[config.mk]
export PLATFORM = sky130hd
export DESIGN_NAME = dual_lane_lsu_flat
export DESIGN_NICKNAME = d
export VERILOG_FILES = /design/src/rtl/dual_lane_lsu_if.sv /design/src/rtl/dual_lane_lsu.sv /design/src/flat_wrapper.sv
export SDC_FILE = /design/constraint.sdc
export NUM_CORES = 1
export LEC_CHECK = 0
export BUFFER_PORTS_ARGS = -buffer_cell sky130_fd_sc_hd__clkbuf_2
export CAP_MARGIN = 40
export CORE_MARGIN = 10
export CORE_UTILIZATION = 40
export CTS_CLUSTER_DIAMETER = 120
export DETAILED_ROUTE_END_ITERATION = 16
export HOLD_SLACK_MARGIN = 0.03
export PLACE_DENSITY = 0.65
export SLEW_MARGIN = 40
export SYNTH_ARGS = -nofsm -noshare
export SYNTH_HDL_FRONTEND = slang
export SYNTH_SLANG_ARGS = --single-unit
[constraint.sdc]
create_clock -name clk -period 9.8 [get_ports clk]
set_clock_uncertainty 0.1 [all_clocks]
set_input_delay 1.96 -clock clk [delete_from_list [all_inputs] [get_ports clk]]
set_output_delay 1.96 -clock clk [all_outputs]
set_load 0.02 [all_outputs]
[src/rtl/dual_lane_lsu_if.sv]
// Issue, data-memory and writeback signals of the dual-lane load/store unit.
// The LSU takes the slave side; execute/memory/writeback logic takes the master side.
interface dual_lane_lsu_if #(
  parameter int ADDR_W = 14,
  parameter int DATA_W = 32,
  parameter int TAG_W  = 5
);
  logic              in_valid;
  logic              in_ready;
  logic [1:0]        a_sig;
  logic [1:0]        b_sig;
  logic [31:0]       a_addr;
  logic [31:0]       b_addr;
  logic [DATA_W-1:0] a_wdata;
  logic [DATA_W-1:0] b_wdata;
  logic [TAG_W-1:0]  a_tag;
  logic [TAG_W-1:0]  b_tag;

  logic [1:0]        dm_mem_sig;
  logic [ADDR_W-1:0] dm_address;
  logic [DATA_W-1:0] dm_input_data;
  logic [DATA_W-1:0] dm_data_out;

  logic              wb_valid;
  logic              wb_a_ld;
  logic              wb_b_ld;
  logic [DATA_W-1:0] wb_a_data;
  logic [DATA_W-1:0] wb_b_data;
  logic [TAG_W-1:0]  wb_a_tag;
  logic [TAG_W-1:0]  wb_b_tag;
  logic              wb_a_err;
  logic              wb_b_err;

  modport master (
    output in_valid, a_sig, b_sig, a_addr, b_addr, a_wdata, b_wdata, a_tag, b_tag,
    input  in_ready,
    input  dm_mem_sig, dm_address, dm_input_data,
    output dm_data_out,
    input  wb_valid, wb_a_ld, wb_b_ld, wb_a_data, wb_b_data, wb_a_tag, wb_b_tag,
    input  wb_a_err, wb_b_err
  );

  modport slave (
    input  in_valid, a_sig, b_sig, a_addr, b_addr, a_wdata, b_wdata, a_tag, b_tag,
    output in_ready,
    output dm_mem_sig, dm_address, dm_input_data,
    input  dm_data_out,
    output wb_valid, wb_a_ld, wb_b_ld, wb_a_data, wb_b_data, wb_a_tag, wb_b_tag,
    output wb_a_err, wb_b_err
  );
endinterface

[src/rtl/dual_lane_lsu.sv]
// Dual-lane load/store unit: decodes an issue pair, serialises its memory ops onto the
// single data-memory port in program order and returns a lane-aligned result pair.
module dual_lane_lsu #(
  parameter int DEPTH  = 10000,
  parameter int ADDR_W = 14,
  parameter int DATA_W = 32,
  parameter int TAG_W  = 5
) (
  input logic            clk,
  input logic            rst_n,
  dual_lane_lsu_if.slave bus
);

  localparam logic [1:0] SIG_NONE = 2'b00;
  localparam logic [1:0] SIG_RD   = 2'b01;
  localparam logic [1:0] SIG_WR   = 2'b10;
  localparam logic [1:0] SIG_ILL  = 2'b11;

  typedef enum logic [1:0] {
    S1_EMPTY  = 2'd0,
    S1_FIRST  = 2'd1,
    S1_SECOND = 2'd2
  } s1_state_e;

  typedef struct packed {
    logic [1:0]        op;
    logic              err;
    logic [ADDR_W-1:0] word;
    logic [DATA_W-1:0] wdata;
    logic [TAG_W-1:0]  tag;
  } lane_t;

  function automatic lane_t decode_lane(input logic [1:0]        sig,
                                        input logic [31:0]       addr,
                                        input logic [DATA_W-1:0] wdata,
                                        input logic [TAG_W-1:0]  tag);
    lane_t l;
    logic  range_err;
    l.word    = addr[ADDR_W+1:2];
    range_err = (addr[1:0] != 2'b00) || (addr[31:ADDR_W+2] != '0) ||
                ({{(32-ADDR_W){1'b0}}, l.word} >= 32'(DEPTH));
    l.err     = (sig == SIG_ILL) || ((sig != SIG_NONE) && range_err);
    l.op      = l.err ? SIG_NONE : sig;
    l.wdata   = wdata;
    l.tag     = tag;
    return l;
  endfunction

  s1_state_e         state_q, state_d;
  lane_t             a_q, b_q, sel;
  logic              two_ops, in_ready, accept;
  logic              issuing, issue_last, issue_b;
  logic [1:0]        dm_sig;
  logic [ADDR_W-1:0] dm_addr;
  logic [DATA_W-1:0] dm_data;

  logic              s2_vld_q, s2_last_q, s2_b_q;
  logic              s2_a_ld_q, s2_b_ld_q, s2_a_err_q, s2_b_err_q;
  logic [TAG_W-1:0]  s2_a_tag_q, s2_b_tag_q;
  logic [DATA_W-1:0] a_hold_q;
  logic              retire;

  logic              wb_vld_q, wb_a_ld_q, wb_b_ld_q, wb_a_err_q, wb_b_err_q;
  logic [TAG_W-1:0]  wb_a_tag_q, wb_b_tag_q;
  logic [DATA_W-1:0] wb_a_data_q, wb_b_data_q;

  assign two_ops  = (a_q.op != SIG_NONE) && (b_q.op != SIG_NONE);
  // A two-op pair holds S1 for a second issue cycle, so it blocks the next accept.
  assign in_ready = !((state_q == S1_FIRST) && two_ops);
  assign accept   = bus.in_valid && in_ready;

  // ---- S1: accept, decode and issue ----
  always_ff @(posedge clk) begin
    if (!rst_n) state_q <= S1_EMPTY;
    else        state_q <= state_d;
  end

  always_ff @(posedge clk) begin
    if (accept) begin
      a_q <= decode_lane(bus.a_sig, bus.a_addr, bus.a_wdata, bus.a_tag);
      b_q <= decode_lane(bus.b_sig, bus.b_addr, bus.b_wdata, bus.b_tag);
    end
  end

  always_comb begin
    state_d    = state_q;
    issuing    = 1'b0;
    issue_last = 1'b0;
    issue_b    = 1'b0;
    dm_sig     = SIG_NONE;
    dm_addr    = '0;
    dm_data    = '0;
    case (state_q)
      S1_EMPTY: begin
        if (accept) state_d = S1_FIRST;
      end
      S1_FIRST: begin
        issuing    = 1'b1;
        issue_b    = (a_q.op == SIG_NONE);
        issue_last = !two_ops;
        if (two_ops)     state_d = S1_SECOND;
        else if (accept) state_d = S1_FIRST;
        else             state_d = S1_EMPTY;
      end
      S1_SECOND: begin
        issuing    = 1'b1;
        issue_b    = 1'b1;
        issue_last = 1'b1;
        state_d    = accept ? S1_FIRST : S1_EMPTY;
      end
      default: state_d = S1_EMPTY;
    endcase
    sel = issue_b ? b_q : a_q;
    if (issuing && (sel.op != SIG_NONE)) begin
      dm_sig  = sel.op;
      dm_addr = sel.word;
      if (sel.op == SIG_WR) dm_data = sel.wdata;
    end
  end

  // ---- S2: track the op whose read data returns this cycle ----
  always_ff @(posedge clk) begin
    if (!rst_n) s2_vld_q <= 1'b0;
    else        s2_vld_q <= issuing;
  end

  always_ff @(posedge clk) begin
    if (issuing) begin
      s2_last_q  <= issue_last;
      s2_b_q     <= issue_b;
      s2_a_ld_q  <= (a_q.op == SIG_RD);
      s2_b_ld_q  <= (b_q.op == SIG_RD);
      s2_a_err_q <= a_q.err;
      s2_b_err_q <= b_q.err;
      s2_a_tag_q <= a_q.tag;
      s2_b_tag_q <= b_q.tag;
    end
    if (s2_vld_q && !s2_last_q) a_hold_q <= bus.dm_data_out;
  end

  assign retire = s2_vld_q && s2_last_q;

  // ---- WB: lane-aligned result pair ----
  always_ff @(posedge clk) begin
    if (!rst_n) begin
      wb_vld_q    <= 1'b0;
      wb_a_ld_q   <= 1'b0;
      wb_b_ld_q   <= 1'b0;
      wb_a_err_q  <= 1'b0;
      wb_b_err_q  <= 1'b0;
      wb_a_tag_q  <= '0;
      wb_b_tag_q  <= '0;
      wb_a_data_q <= '0;
      wb_b_data_q <= '0;
    end else begin
      wb_vld_q    <= retire;
      wb_a_ld_q   <= retire && s2_a_ld_q;
      wb_b_ld_q   <= retire && s2_b_ld_q;
      wb_a_err_q  <= retire && s2_a_err_q;
      wb_b_err_q  <= retire && s2_b_err_q;
      wb_a_tag_q  <= retire ? s2_a_tag_q : '0;
      wb_b_tag_q  <= retire ? s2_b_tag_q : '0;
      wb_a_data_q <= (retire && s2_a_ld_q) ? (s2_b_q ? a_hold_q : bus.dm_data_out) : '0;
      wb_b_data_q <= (retire && s2_b_ld_q) ? bus.dm_data_out : '0;
    end
  end

  assign bus.in_ready      = in_ready;
  assign bus.dm_mem_sig    = dm_sig;
  assign bus.dm_address    = dm_addr;
  assign bus.dm_input_data = dm_data;
  assign bus.wb_valid      = wb_vld_q;
  assign bus.wb_a_ld       = wb_a_ld_q;
  assign bus.wb_b_ld       = wb_b_ld_q;
  assign bus.wb_a_err      = wb_a_err_q;
  assign bus.wb_b_err      = wb_b_err_q;
  assign bus.wb_a_tag      = wb_a_tag_q;
  assign bus.wb_b_tag      = wb_b_tag_q;
  assign bus.wb_a_data     = wb_a_data_q;
  assign bus.wb_b_data     = wb_b_data_q;

endmodule

[src/flat_wrapper.sv]
// flat-port wrapper written by rule: the top's interface ports become plain ports
module dual_lane_lsu_flat 
#(
  parameter int DEPTH  = 10000,
  parameter int ADDR_W = 14,
  parameter int DATA_W = 32,
  parameter int TAG_W  = 5
)
  (clk, rst_n, bus_in_valid, bus_a_sig, bus_b_sig, bus_a_addr, bus_b_addr, bus_a_wdata, bus_b_wdata, bus_a_tag, bus_b_tag, bus_in_ready, bus_dm_mem_sig, bus_dm_address, bus_dm_input_data, bus_dm_data_out, bus_wb_valid, bus_wb_a_ld, bus_wb_b_ld, bus_wb_a_data, bus_wb_b_data, bus_wb_a_tag, bus_wb_b_tag, bus_wb_a_err, bus_wb_b_err);
  dual_lane_lsu_if #(.ADDR_W(ADDR_W), .DATA_W(DATA_W), .TAG_W(TAG_W)) bus_i ();
  input logic clk;
  input logic rst_n;
  input wire logic [$bits(bus_i.in_valid)-1:0] bus_in_valid;
  input wire logic [$bits(bus_i.a_sig)-1:0] bus_a_sig;
  input wire logic [$bits(bus_i.b_sig)-1:0] bus_b_sig;
  input wire logic [$bits(bus_i.a_addr)-1:0] bus_a_addr;
  input wire logic [$bits(bus_i.b_addr)-1:0] bus_b_addr;
  input wire logic [$bits(bus_i.a_wdata)-1:0] bus_a_wdata;
  input wire logic [$bits(bus_i.b_wdata)-1:0] bus_b_wdata;
  input wire logic [$bits(bus_i.a_tag)-1:0] bus_a_tag;
  input wire logic [$bits(bus_i.b_tag)-1:0] bus_b_tag;
  output wire logic [$bits(bus_i.in_ready)-1:0] bus_in_ready;
  output wire logic [$bits(bus_i.dm_mem_sig)-1:0] bus_dm_mem_sig;
  output wire logic [$bits(bus_i.dm_address)-1:0] bus_dm_address;
  output wire logic [$bits(bus_i.dm_input_data)-1:0] bus_dm_input_data;
  input wire logic [$bits(bus_i.dm_data_out)-1:0] bus_dm_data_out;
  output wire logic [$bits(bus_i.wb_valid)-1:0] bus_wb_valid;
  output wire logic [$bits(bus_i.wb_a_ld)-1:0] bus_wb_a_ld;
  output wire logic [$bits(bus_i.wb_b_ld)-1:0] bus_wb_b_ld;
  output wire logic [$bits(bus_i.wb_a_data)-1:0] bus_wb_a_data;
  output wire logic [$bits(bus_i.wb_b_data)-1:0] bus_wb_b_data;
  output wire logic [$bits(bus_i.wb_a_tag)-1:0] bus_wb_a_tag;
  output wire logic [$bits(bus_i.wb_b_tag)-1:0] bus_wb_b_tag;
  output wire logic [$bits(bus_i.wb_a_err)-1:0] bus_wb_a_err;
  output wire logic [$bits(bus_i.wb_b_err)-1:0] bus_wb_b_err;
  assign bus_i.in_valid = bus_in_valid;
  assign bus_i.a_sig = bus_a_sig;
  assign bus_i.b_sig = bus_b_sig;
  assign bus_i.a_addr = bus_a_addr;
  assign bus_i.b_addr = bus_b_addr;
  assign bus_i.a_wdata = bus_a_wdata;
  assign bus_i.b_wdata = bus_b_wdata;
  assign bus_i.a_tag = bus_a_tag;
  assign bus_i.b_tag = bus_b_tag;
  assign bus_in_ready = bus_i.in_ready;
  assign bus_dm_mem_sig = bus_i.dm_mem_sig;
  assign bus_dm_address = bus_i.dm_address;
  assign bus_dm_input_data = bus_i.dm_input_data;
  assign bus_i.dm_data_out = bus_dm_data_out;
  assign bus_wb_valid = bus_i.wb_valid;
  assign bus_wb_a_ld = bus_i.wb_a_ld;
  assign bus_wb_b_ld = bus_i.wb_b_ld;
  assign bus_wb_a_data = bus_i.wb_a_data;
  assign bus_wb_b_data = bus_i.wb_b_data;
  assign bus_wb_a_tag = bus_i.wb_a_tag;
  assign bus_wb_b_tag = bus_i.wb_b_tag;
  assign bus_wb_a_err = bus_i.wb_a_err;
  assign bus_wb_b_err = bus_i.wb_b_err;
  dual_lane_lsu #(.DEPTH(DEPTH), .ADDR_W(ADDR_W), .DATA_W(DATA_W), .TAG_W(TAG_W)) u_core (.clk(clk), .rst_n(rst_n), .bus(bus_i));
endmodule
# After elaboration in Yosys (flattened, before gate mapping)
# Index checks and enable logic that the tools add are counted.
[totals]
ff_bits = 238
inputBits = 177
out_inout_bits = 128
word_cells = 89
[op_classes]
order_cmp = 2
n_eq_ne = 8
mux = 13
n_reduce_logical = 36
[ops]
columns = ["operator", "count"]
rows = [
  ["$mux W32", 3],
  ["$mux W54", 1],
  ["$reduce_bool A16 Y1", 2],
  ["$ge A14 B14 Y1 const B", 2],
  ["$mux W14", 1],
  ["$reduce_bool A2 Y1", 7],
  ["$logic_and A1 B1 Y1", 12],
  ["$eq A2 B2 Y1 const B", 4],
  ["$eq A2 B1 Y1 const B", 3],
  ["$logic_or A1 B1 Y1", 6],
  ["$mux W2", 3],
  ["$pmux W2 S3", 1],
  ["$reduce_and A2 Y1", 3],
  ["$logic_not A2 Y1", 2],
  ["$pmux W1 S2", 2],
  ["$logic_not A1 Y1", 3],
  ["$mux W1", 2],
  ["$ne A2 B1 Y1 const B", 1],
  ["$reduce_or A2 Y1", 1],
]

# Depth between registers and ports, before layout
[depth]
depth_word = 8
depth_mapped = 9
depth_no_buf = 7

# Worst setup path before layout
# No wires, ideal clock.
[synth_timing]
path_kind = "input to register"
startpoint = "in bus_in_valid"
endpoint = "reg u_core.a_q[0] (netlist name) (enable)"
setup_ps = 461
t_arrival_ps = 4126
t_required_ps = 9239
slack_ps = 5113
path_stages = 2
path_buffers = 0
path_cell_list = "nand2_2 inv_1"
[synth_between]
elab_chain_len = 1
[synth_rtl]
columns = ["element", "line", "text"]
rows = [
  ["from (decl)", "flat_wrapper.sv:13", "input wire logic [$bits(bus_i.in_valid)-1:0] bus_in_valid;"],
  ["$logic_and A1 B1 Y1", "dual_lane_lsu.sv:70", "assign accept = bus.in_valid && in_ready;"],
  ["via u_core.accept", "dual_lane_lsu.sv:51", "logic two_ops, in_ready, accept;"],
  ["to (signal assigned)", "dual_lane_lsu.sv:80", "a_q <= decode_lane(bus.a_sig, bus.a_addr, bus.a_wdata, bus.a_tag);"],
  ["to (decl)", "dual_lane_lsu.sv:50", "lane_t a_q, b_q, sel;"],
]
# The timed path passes the listed nets, and every way through them passes these cells.
# A chain may end at the register's enable or synchronous reset.

# Final worst setup path
[layout_timing]
startpoint = "reg u_core.state_q[0]"
endpoint = "out bus_dm_mem_sig[1]"
[layout_between]
elab_cells_between_ends = 9
classes_between = "eq/ne: 2; mux: 4; reduce/logical: 3"
[layout_lines]
columns = ["element", "line", "text"]
rows = [
  ["from (decl)", "dual_lane_lsu.sv:49", "s1_state_e state_q, state_d;"],
  ["from (signal assigned)", "dual_lane_lsu.sv:75", "else state_q <= state_d;"],
  ["$eq A2 B2 Y1 / $eq A2 B1 Y1 (equally long branches)", "dual_lane_lsu.sv:93", "case (state_q)"],
  ["$reduce_or A2 Y1 (no source line) (*)", "n/a", ""],
  ["$mux W1 (*)", "dual_lane_lsu.sv:93", ""],
  ["via u_core.issuing", "dual_lane_lsu.sv:52", "logic issuing, issue_last, issue_b;"],
  ["$logic_and A1 B1 Y1 (*)", "dual_lane_lsu.sv:114", "if (issuing && (sel.op != SIG_NONE)) begin"],
  ["$mux W2 (*)", "dual_lane_lsu.sv:114", ""],
  ["to (decl)", "flat_wrapper.sv:23", "output wire logic [$bits(bus_i.dm_mem_sig)-1:0] bus_dm_mem_sig;"],
]
# The timed path passes the listed nets; every way through them passes the cells marked *.

==> results.json <==
{
  "maxCapViolations": 0,
  "fin_tns_setup_ps": 0,
  "synth_compound_area_share_pct": 1.43,
  "die_w_um": 164,
  "ys_seq_area_share_pct": 76.1,
  "p_per_area_mw_per_mm2": 195,
  "final_cell_count_no_fill": 1182,
  "critical_path_required_ps": 7740,
  "root_buffer": "clkbuf_16",
  "final_area_mm2": 0.0109,
  "cts_hold_buf": 0,
  "cts_buffers": 25,
  "dr.pass1.iters": 5,
  "layout_min_cycle_time_ps": 5140,
  "grt_use_total_pct": 14.9,
  "synth_nets": 772,
  "routed_via_density": 4.76,
  "synthCells": 591,
  "final_common_cell": "clkbuf_2",
  "antenna_found_initial": 0,
  "postCtsSetupBuffers": 0,
  "io_pins": 305,
  "yosys-mux-area-fraction_pct": 3.85,
  "synth_cell_type_count": 34,
  "grt_max_degree": 81,
  "row_count": 52,
  "r2r_slack_ps": 7360,
  "synth-simple-area-share_pct": 15.6,
  "cp_max_fo": 49,
  "timing.final.max_slew_violations": 0,
  "synth_area_leaders": "edfxtp_1, dfxtp_1, nand3_1",
  "htreeDepth": 1,
  "fin_crit_sh_pct": 52.4,
  "fin_nets": 1074,
  "max_slew.worst_pin.slew_ps": 728,
  "clkSinkCount": 238,
  "drc_errors": 0,
  "total_power_uw": 2130,
  "place_area_mm2": 0.0101,
  "synth_fa_ha_area_share_pct": 0.602,
  "netlist_area_mm2": 0.00832,
  "drt_iter0_markers": 211,
  "hold_class": "reg -> reg",
  "layout_common_cells": "clkbuf_2, edfxtp_1, nand3_1, dfxtp_1, nand2_1",
  "vias": 5627,
  "synth_top_area_share_pct": 56.3,
  "cp-start-kind": "flip-flop",
  "num_antenna_cells": 0,
  "arrival_ps": 3080,
  "overflow": 0,
  "grtUsageMet3_pct": 7.46,
  "relSlewSlack_pct": 51.5,
  "setup_violations": 0,
  "grt_pass1_wl_um": 32100,
  "finalHoldViolations": 0,
  "yosys.area.top_type": "edfxtp_1",
  "busiest_layer": "met2",
  "area_growth_pct": 31.3,
  "fmax_mhz": 195,
  "ys_seq_elements": 238,
  "dp_hpwl_um": 15400,
  "cpPeakStageDelay_ps": 690,
  "postRouteAntennaNets": 0,
  "synth_xor_area_share_pct": 0,
  "peakVddDrop_uv": 169,
  "ys_warn_count": 0,
  "avgRoutedWirePerCell_um": 18.0,
  "whs_ps": 316,
  "wirelength_um": 21200,
  "rsz0062_at_grt": "no",
  "status": "complete, no violations",
  "die_h_um": 164,
  "grt_pass1_vias": 5974,
  "cp_slowest_cell": "ha_2",
  "syn_avg_cell_area_um2": 14.1,
  "gp_congestion": 0.788,
  "start_util_pct": 40.8,
  "cts_tree": "done",
  "path_buf_inv": 4,
  "cts_resized": 0,
  "p_leak_uw": 0.00490,
  "synth_top_family_by_area": "simple AND/OR/NAND/NOR gates",
  "crit_family": "buffers and inverters",
  "end_kind": "primary output",
  "die_area_mm2": 0.0270,
  "timing_worst_setup_path_type": "reg -> out",
  "met1_usage_pct": 17.5,
  "clkTransAtPathRegs_ps": 60,
  "port_buffers": 304,
  "worstSkewPairLatency_ps": 510,
  "clockBufferDepth": 3,
  "use_met2_pct": 23.7,
  "worstPathCellList": "inv_1 -> ha_2 -> o21ai_4 -> buf_4 -> inv_4 -> nand2_1 -> a21boi_1 -> clkbuf_2",
  "drive_gt1_share_pct": 39.6,
  "core_area_mm2": 0.0204,
  "dp_cells": 1136
}
## area by class of cell
| class | count | area, µm² |
|---|---|---|
| fill | 1720 | 9440 |
| sequential | 238 | 6330 |
| multi-input combinational | 313 | 1810 |
| timing repair buffer | 310 | 1600 |
| clock buffer | 39 | 759 |
| tap | 270 | 338 |
| clock inverter | 7 | 72.6 |
| inverter | 5 | 23.8 |
## flip-flops by register name, indices dropped and copies added, names as in the netlist, 2 cells and up
| name | flops |
|---|---|
| u_core.s2_a_tag_q | 5 |
| u_core.bus.wb_a_tag | 5 |
| u_core.s2_b_tag_q | 5 |
| u_core.a_hold_q | 32 |
| u_core.state_q | 2 |
| u_core.bus.wb_b_tag | 5 |
| u_core.bus.wb_b_data | 32 |
| u_core.b_q | 54 |
| u_core.bus.wb_a_data | 32 |
| u_core.a_q | 54 |
## synth_stat cells, drive strengths merged
master  count
o21a        2
a21oi       1
nor2b       4
dfxtp      82
clkbuf     10
and3       33
mux2i      32
ha          4
o21ai       3
nor3        2
and2       18
o22ai       1
nor4       10
buf        25
and2b       1
inv         5
a21boi      3
edfxtp    156
nand2      54
and3b       2
a31oi       1
or3         1
o221ai      1
a211oi      4
nor3b       1
nor2       38
nand3      97
## path summary, 6_finish.rpt
check                                       start                   end  cells past startpoint
worst max-delay path            u_core.state_q[0]     bus_dm_mem_sig[1]                      8
worst max register to register  u_core.state_q[0]         u_core.s2_b_q                      5
worst min register to register      u_core.b_q[2]  u_core.s2_b_tag_q[2]                      0
worst min-delay path                u_core.b_q[2]  u_core.s2_b_tag_q[2]                      0
## per-stage QoR
stage / setup WS (ps) / utilization [%]
detailed placement: 5180 / 49.6
global route: 4400 / 53.6
finish: 4660 / 53.6
floorplan: 5110 / -
CTS: 4560 / 53.6
global placement: 4710 / 49.3
## routing by layer
layer  up-vias  wire [µm]  part of all wire, %
met5         -          0                    0
met4         0        464                  2.2
met3        38       2840                   13
met2       289       9700                   46
met1      2556       8230                   39
li1       2744          -                    -
## logic make-up after synthesis
family | count (synthesis)
multiplexers | 32
AO/OA/AOI/OAI | 16
buffers and inverters | 40
flip-flops | 238
AND/OR/NAND/NOR | 261
adder cells (fa/ha/maj) | 4
## power breakdown
| group | internal, µW | switching [µW] |
|---|---|---|
| Sequential | 1110 | 9.29 |
| Combinational | 37.2 | 45.4 |
| Clock | 560 | 372 |
Power figures use the tool's default switching activity.
